===== src/rtl/mult_seq.sv =====
// rtl/mult_seq.sv - sequential unsigned shift-add multiplier with Go/Done handshake
//
// Purpose: multiplies two WIDTH-bit unsigned operands, one partial-product bit
// per clock, and presents the same Go/Done handshake as the shift-subtract divider.
//
// Ports:
//   CLK   in   1         system clock, rising edge
//   rst   in   1         synchronous, active-high reset
//   Go    in   1         start request, sampled only in IDLE
//   A     in   WIDTH     multiplicand, captured on the accepted-Go edge
//   B     in   WIDTH     multiplier, captured on the accepted-Go edge
//   P     out  2*WIDTH   product register, held until the next result
//   Busy  out  1         high whenever not IDLE
//   Done  out  1         one-cycle pulse, result valid in P
//
// Optional build macro: MULT_SEQ_ZERO_SKIP_EN (zero operand bypasses LOOP).

module mult_seq #(
    parameter int WIDTH = 4
) (
    input  logic                 CLK,
    input  logic                 rst,
    input  logic                 Go,
    input  logic [WIDTH-1:0]     A,
    input  logic [WIDTH-1:0]     B,
    output logic [2*WIDTH-1:0]   P,
    output logic                 Busy,
    output logic                 Done
);

    localparam int CW = $clog2(WIDTH + 1);
    localparam logic [CW-1:0] CNT_INIT = CW'(WIDTH);
    localparam logic [CW-1:0] CNT_LAST = CW'(1);

    typedef enum logic [1:0] {
        IDLE = 2'd0,
        LOAD = 2'd1,
        LOOP = 2'd2,
        DONE = 2'd3
    } state_t;

    state_t               state;
    state_t               state_nxt;
    logic [2*WIDTH-1:0]   mcand;
    logic [2*WIDTH-1:0]   acc;
    logic [2*WIDTH-1:0]   acc_sum;
    logic [WIDTH-1:0]     mreg;
    logic [CW-1:0]        cnt;

    // Accumulator value after this cycle's conditional add; also the value
    // written to P on the final iteration so the last add is not lost.
    assign acc_sum = mreg[0] ? (acc + mcand) : acc;

`ifdef MULT_SEQ_ZERO_SKIP_EN
    logic zero_op;
    // mcand still holds the unshifted A while in LOAD.
    assign zero_op = (mcand == '0) || (mreg == '0);
`endif

    always_comb begin
        state_nxt = state;
        case (state)
            IDLE: if (Go) state_nxt = LOAD;
`ifdef MULT_SEQ_ZERO_SKIP_EN
            LOAD: state_nxt = zero_op ? DONE : LOOP;
`else
            LOAD: state_nxt = LOOP;
`endif
            LOOP: if (cnt == CNT_LAST) state_nxt = DONE;
            DONE: state_nxt = IDLE;
            default: state_nxt = IDLE;
        endcase
    end

    always_ff @(posedge CLK) begin
        if (rst) begin
            state <= IDLE;
            P     <= '0;
            acc   <= '0;
            mcand <= '0;
            mreg  <= '0;
            cnt   <= '0;
        end else begin
            state <= state_nxt;
            case (state)
                IDLE: begin
                    if (Go) begin
                        mcand <= {{WIDTH{1'b0}}, A};
                        mreg  <= B;
                    end
                end
                LOAD: begin
                    acc <= '0;
                    cnt <= CNT_INIT;
`ifdef MULT_SEQ_ZERO_SKIP_EN
                    if (zero_op) P <= '0;
`endif
                end
                LOOP: begin
                    acc   <= acc_sum;
                    mcand <= mcand << 1;
                    mreg  <= mreg >> 1;
                    cnt   <= cnt - CNT_LAST;
                    if (cnt == CNT_LAST) P <= acc_sum;
                end
                default: ;
            endcase
        end
    end

    assign Busy = (state != IDLE);
    assign Done = (state == DONE);

endmodule


===== config.mk =====
export PLATFORM = sky130hd
export DESIGN_NAME = mult_seq
export DESIGN_NICKNAME = d
export VERILOG_FILES = /design/src/rtl/mult_seq.sv
export SDC_FILE = /design/constraint.sdc
export NUM_CORES = 1
export LEC_CHECK = 0
export CAP_MARGIN = 5
export CORE_AREA = 8 8 80 82
export DETAILED_ROUTE_END_ITERATION = 10
export DIE_AREA = 0 0 88 90
export GPL_ROUTABILITY_DRIVEN = 0
export HOLD_SLACK_MARGIN = 0.03
export SLEW_MARGIN = 20
export SYNTH_ARGS = -nofsm -noshare
export SYNTH_HDL_FRONTEND = slang
export SYNTH_SLANG_ARGS = --single-unit
export TNS_END_PERCENT = 1

===== constraint.sdc =====
create_clock -name CLK -period 3.6 [get_ports CLK]
set_input_delay 0.72 -clock CLK [delete_from_list [all_inputs] [get_ports CLK]]
set_output_delay 0.72 -clock CLK [all_outputs]
set_load 0.1 [all_outputs]

After elaboration in Yosys (flattened, before gate mapping). Index checks and enable logic that the tools add are counted. W data, S select, Z words.

Input port bits: 11. Word-level logic and storage cells: 31. Output and inout port bits: 10. Register bits after elaboration: 33.

Equality and inequality tests: 6. Multiplexer cells: 10. Reductions and logical operators: 7. Add/sub/neg operators: 2.

Operators by type and width (number): $pmux W8 S2 (2); $mux W8 (2); $add A8 B8 Y8 (1); $pmux W2 S4 (1); $pmux W4 S2 (1); $pmux W3 S2 (1); $reduce_and A2 Y1 (3); $reduce_bool A2 Y1 (3); $eq A2 B2 Y1 const B (2); $mux W2 (2); $mux W4 (1); $ne A2 B2 Y1 const B (2); $eq A3 B1 Y1 const B (1); $sub A3 B1 Y3 const B (1); $eq A2 B1 Y1 const B (1); $logic_not A2 Y1 (1).

Depth between registers and ports, before layout.
Word-level depth: 3. Mapped depth: 7. Gate-level depth less buffers: 7.

Worst setup path after synthesis. Ideal clock, no wire load.

Path kind: register -> output. Start point: register state[0]. End point: output port Busy. Cell stages (with the launch flop): 4. Arrival: 1196 ps. Buffers on the path: 0. Path slack: 1684 ps. Data required time: 2880 ps. Cell sequence: dfxtp_1 > inv_1 > ha_1 > inv_1.

Cells in the longest elaborated chain, start to end: 1.

RTL lines: start, declared (line 42) `state_t state;`; start signal, assigned (line 84) `state <= state_nxt;`; $reduce_bool A2 Y1 (line 111) `assign Busy = (state != IDLE);`; end, declared (line 27) `output logic Busy,`.

Every way passes these cells.

Worst setup path after layout.
Start point: register state[0]. End point: output port Done.

Cells in the longest elaborated chain, start to end: 1.

RTL lines: $eq A2 B2 Y1 (line 112) `assign Done = (state == DONE);`; end, declared (line 28) `output logic Done`.

Every way passes these cells.

==> results.sh <==
export IMPL_outcome="complete, no violations"
export IMPL_cts_tree="yes"
export IMPL_grt_pass1_wl_mm=5.87
export IMPL_stdcell_count=282
export IMPL_end_kind="output port"
export IMPL_syn_inst=192
export IMPL_dp_cells=274
export IMPL_slew_headroom=0.354
export IMPL_placementRows=27
export IMPL_globalRouteOverflowTotal=0
export IMPL_netlist_area_leader_share=0.382
export IMPL_numCtsBuffers=5
export IMPL_maxSlewViolCount=0
export IMPL_finalPower_mw=1.29
export IMPL_cp_arrival_ns=1.92
export IMPL_cts_setup_buffers=0
export IMPL_synthTopCellsByArea="dfxtp_1 38%, ha_1 8.7%, mux2i_1 8.7%"
export IMPL_num_vias=1316
export IMPL_synth_edf_count=0
export IMPL_hold_viol=0
export IMPL_startpoint="state[0]"
export IMPL_areaGrowthSynthToFinish_pct=18.5
export IMPL_period_minus_slack_ns=2.64
export IMPL_cp_slowest_cell="clkdlybuf4s50_1"
export IMPL_h_tree_depth=2
export IMPL_die_w_um=88
export IMPL_fp_dieH_um=90
export IMPL_initial_core_util=0.330
export IMPL_routed_wl_mm=3.35
export IMPL_timing_setup_tns_ns=0
export IMPL_syn_num_nets=216
export IMPL_wl_per_cell_um=11.9
export IMPL_max_freq_mhz=379
export IMPL_worstPathRequired_ns=2.88
export IMPL_die_area_um2=7920
export IMPL_final_util=0.391
export IMPL_slowest_delay_ns=1.12
export IMPL_critPathKind="flip-flop to output port"
export IMPL_track_usage=0.0944
export IMPL_vias_per_cell=4.67
export IMPL_holdBufCountCts=0
export IMPL_crit_path_cell_trace="ha_1 -> clkdlybuf4s50_1"
export IMPL_postRouteAntennaNets=0
export IMPL_clock_sinks=33
export IMPL_timing_rr_start="state[0]"
export IMPL_synth_top_area_cell="dfxtp_1"
export IMPL_p_leak_nw=0.762
export IMPL_design_core_area_um2=5240
export IMPL_nets=233
export IMPL_antenna_found_initial=0
export IMPL_drc_errors=0
export IMPL_setup_violations_final=0
export IMPL_vdd_drop_max_mv=0.247
export IMPL_synth_common_cells="40 x nor2_1, 33 x dfxtp_1, 15 x mux2i_1"
export IMPL_port_buffers=20
export IMPL_drive_gt1_frac=0.0714
export IMPL_skew_ns=0.00639
export IMPL_cap_violations=0
export IMPL_n_antenna_cell=0
export IMPL_hold_ws_ns=0.473
export IMPL_drt_iter0_drc=40
export IMPL_path_clk_slew_ns=0.06
export IMPL_yosys_cell_types_count=39
export IMPL_rsz0062_at_grt="no"
export IMPL_async_reset_ff_frac=0
export IMPL_crit_end="Done"
export IMPL_synth_area_per_cell_um2=9.01
export IMPL_cp_max_fo=3
export IMPL_ios=21
export IMPL_hpwl_mm=2.48
export IMPL_ys_flop_type="dfxtp_1"
export IMPL_worst_skew_pair_late_latency_ns=0.29
export IMPL_hold_path_class="flip-flop to flip-flop"
export IMPL_r2r_cells=6
export IMPL_startpoint_type="flip-flop"
export IMPL_layout_worst_path_cycle_share=0.733
export IMPL_cts_resized_gates=0
export IMPL_grt_pass1_vias=1247
export IMPL_clock_path_buffers=2
export IMPL_yosysMostFrequentCell="nor2_1"
export IMPL_synth_seq_cells=33
export IMPL_drtPass1Iterations=4
export IMPL_timing_rr_end="acc[0]"
export IMPL_p_per_area_nw_per_um2=631
export IMPL_ys_seq_area_frac=0.382
export IMPL_yosys_warnings=0
export IMPL_tightest_slew_ns=0.966
export IMPL_grt_start_max_net_pins=24
export IMPL_syn_area_um2=1730
export IMPL_cts_root_buf="clkbuf_8"
export IMPL_r2r_slack_ns=1.53
-- worst max-delay path, delay by kind of cell, from the launching register on --
| family | cells | cell delay (ns) |
|---|---|---|
| flip-flops | 1 | 0.36 |
| adder cells (fa/ha/maj) | 1 | 0.15 |
| buffers and inverters | 1 | 1.12 |
-- area by class of cell --
type                    instances  area (um2)
repair buffers                 21         205
inverters                       6        22.5
multi-input cells             142         990
flip-flops and latches         33         661
clock buffers                   8        80.1
well taps                      72        90.1
fillers                       539        3190
-- power breakdown --
part	switching [mW]	internal, mW
sequential	0.0699	0.428
combinational	0.341	0.187
clock	0.130	0.137
total	0.540	0.752
-- cells by family after synthesis --
family,after synthesis,share of synthesized area
multiplexers,16,0.0933
flip-flops,33,0.382
buffers and inverters,17,0.0456
AO/OA/AOI/OAI,48,0.200
XOR/XNOR,4,0.0203
AND/OR/NAND/NOR,61,0.160
adder cells (fa/ha/maj),13,0.0984
-- state kept, by name, summed over array words and instances (netlist names) --
signal and count:
mreg 4, P 8, acc 8, cnt 3, state 2, mcand 8
-- per-layer routing --
metal | share of wire | global-route usage
met1 | 0.51 | 0.115
met2 | 0.42 | 0.134
met3 | 0.042 | 0.0328
met4 | 0.030 | 0.0646
met5 | 0 | 0
-- layout by cell type, fill, tap and decap left out, types with 3 or more instances in the layout --
cell type,Yosys,layout
o21ai_0,3,3
a211oi_1,13,13
mux2i_1,15,15
clkbuf_1,5,3
nor2_1,40,40
nand2_1,4,4
clkbuf_8,0,5
a22oi_1,11,11
clkdlybuf4s50_1,0,19
a21oi_1,7,7
nand2b_1,4,4
dfxtp_1,33,33
ha_1,12,12
inv_1,6,6
-- per-stage QoR --
stage	area [um2]	worst slack, ns
floorplan	1730	1.68
global placement	1970	1.28
detailed placement	1970	1.27
CTS	2050	0.951
global route	2050	0.905
finish	2050	0.962
-- worst min path at each step --
stage	startpoint	end	slack [ns]	depth (start not counted)
after floorplan	acc[6]	acc[6]	0.45	2
after global placement	acc[6]	acc[6]	0.47	2
after detailed placement	acc[6]	acc[6]	0.47	2
after CTS	acc[6]	acc[6]	0.47	2
after global routing	acc[6]	acc[6]	0.51	2
final	acc[6]	acc[6]	0.47	2
No activity file was read; power rests on OpenSTA's default activity.
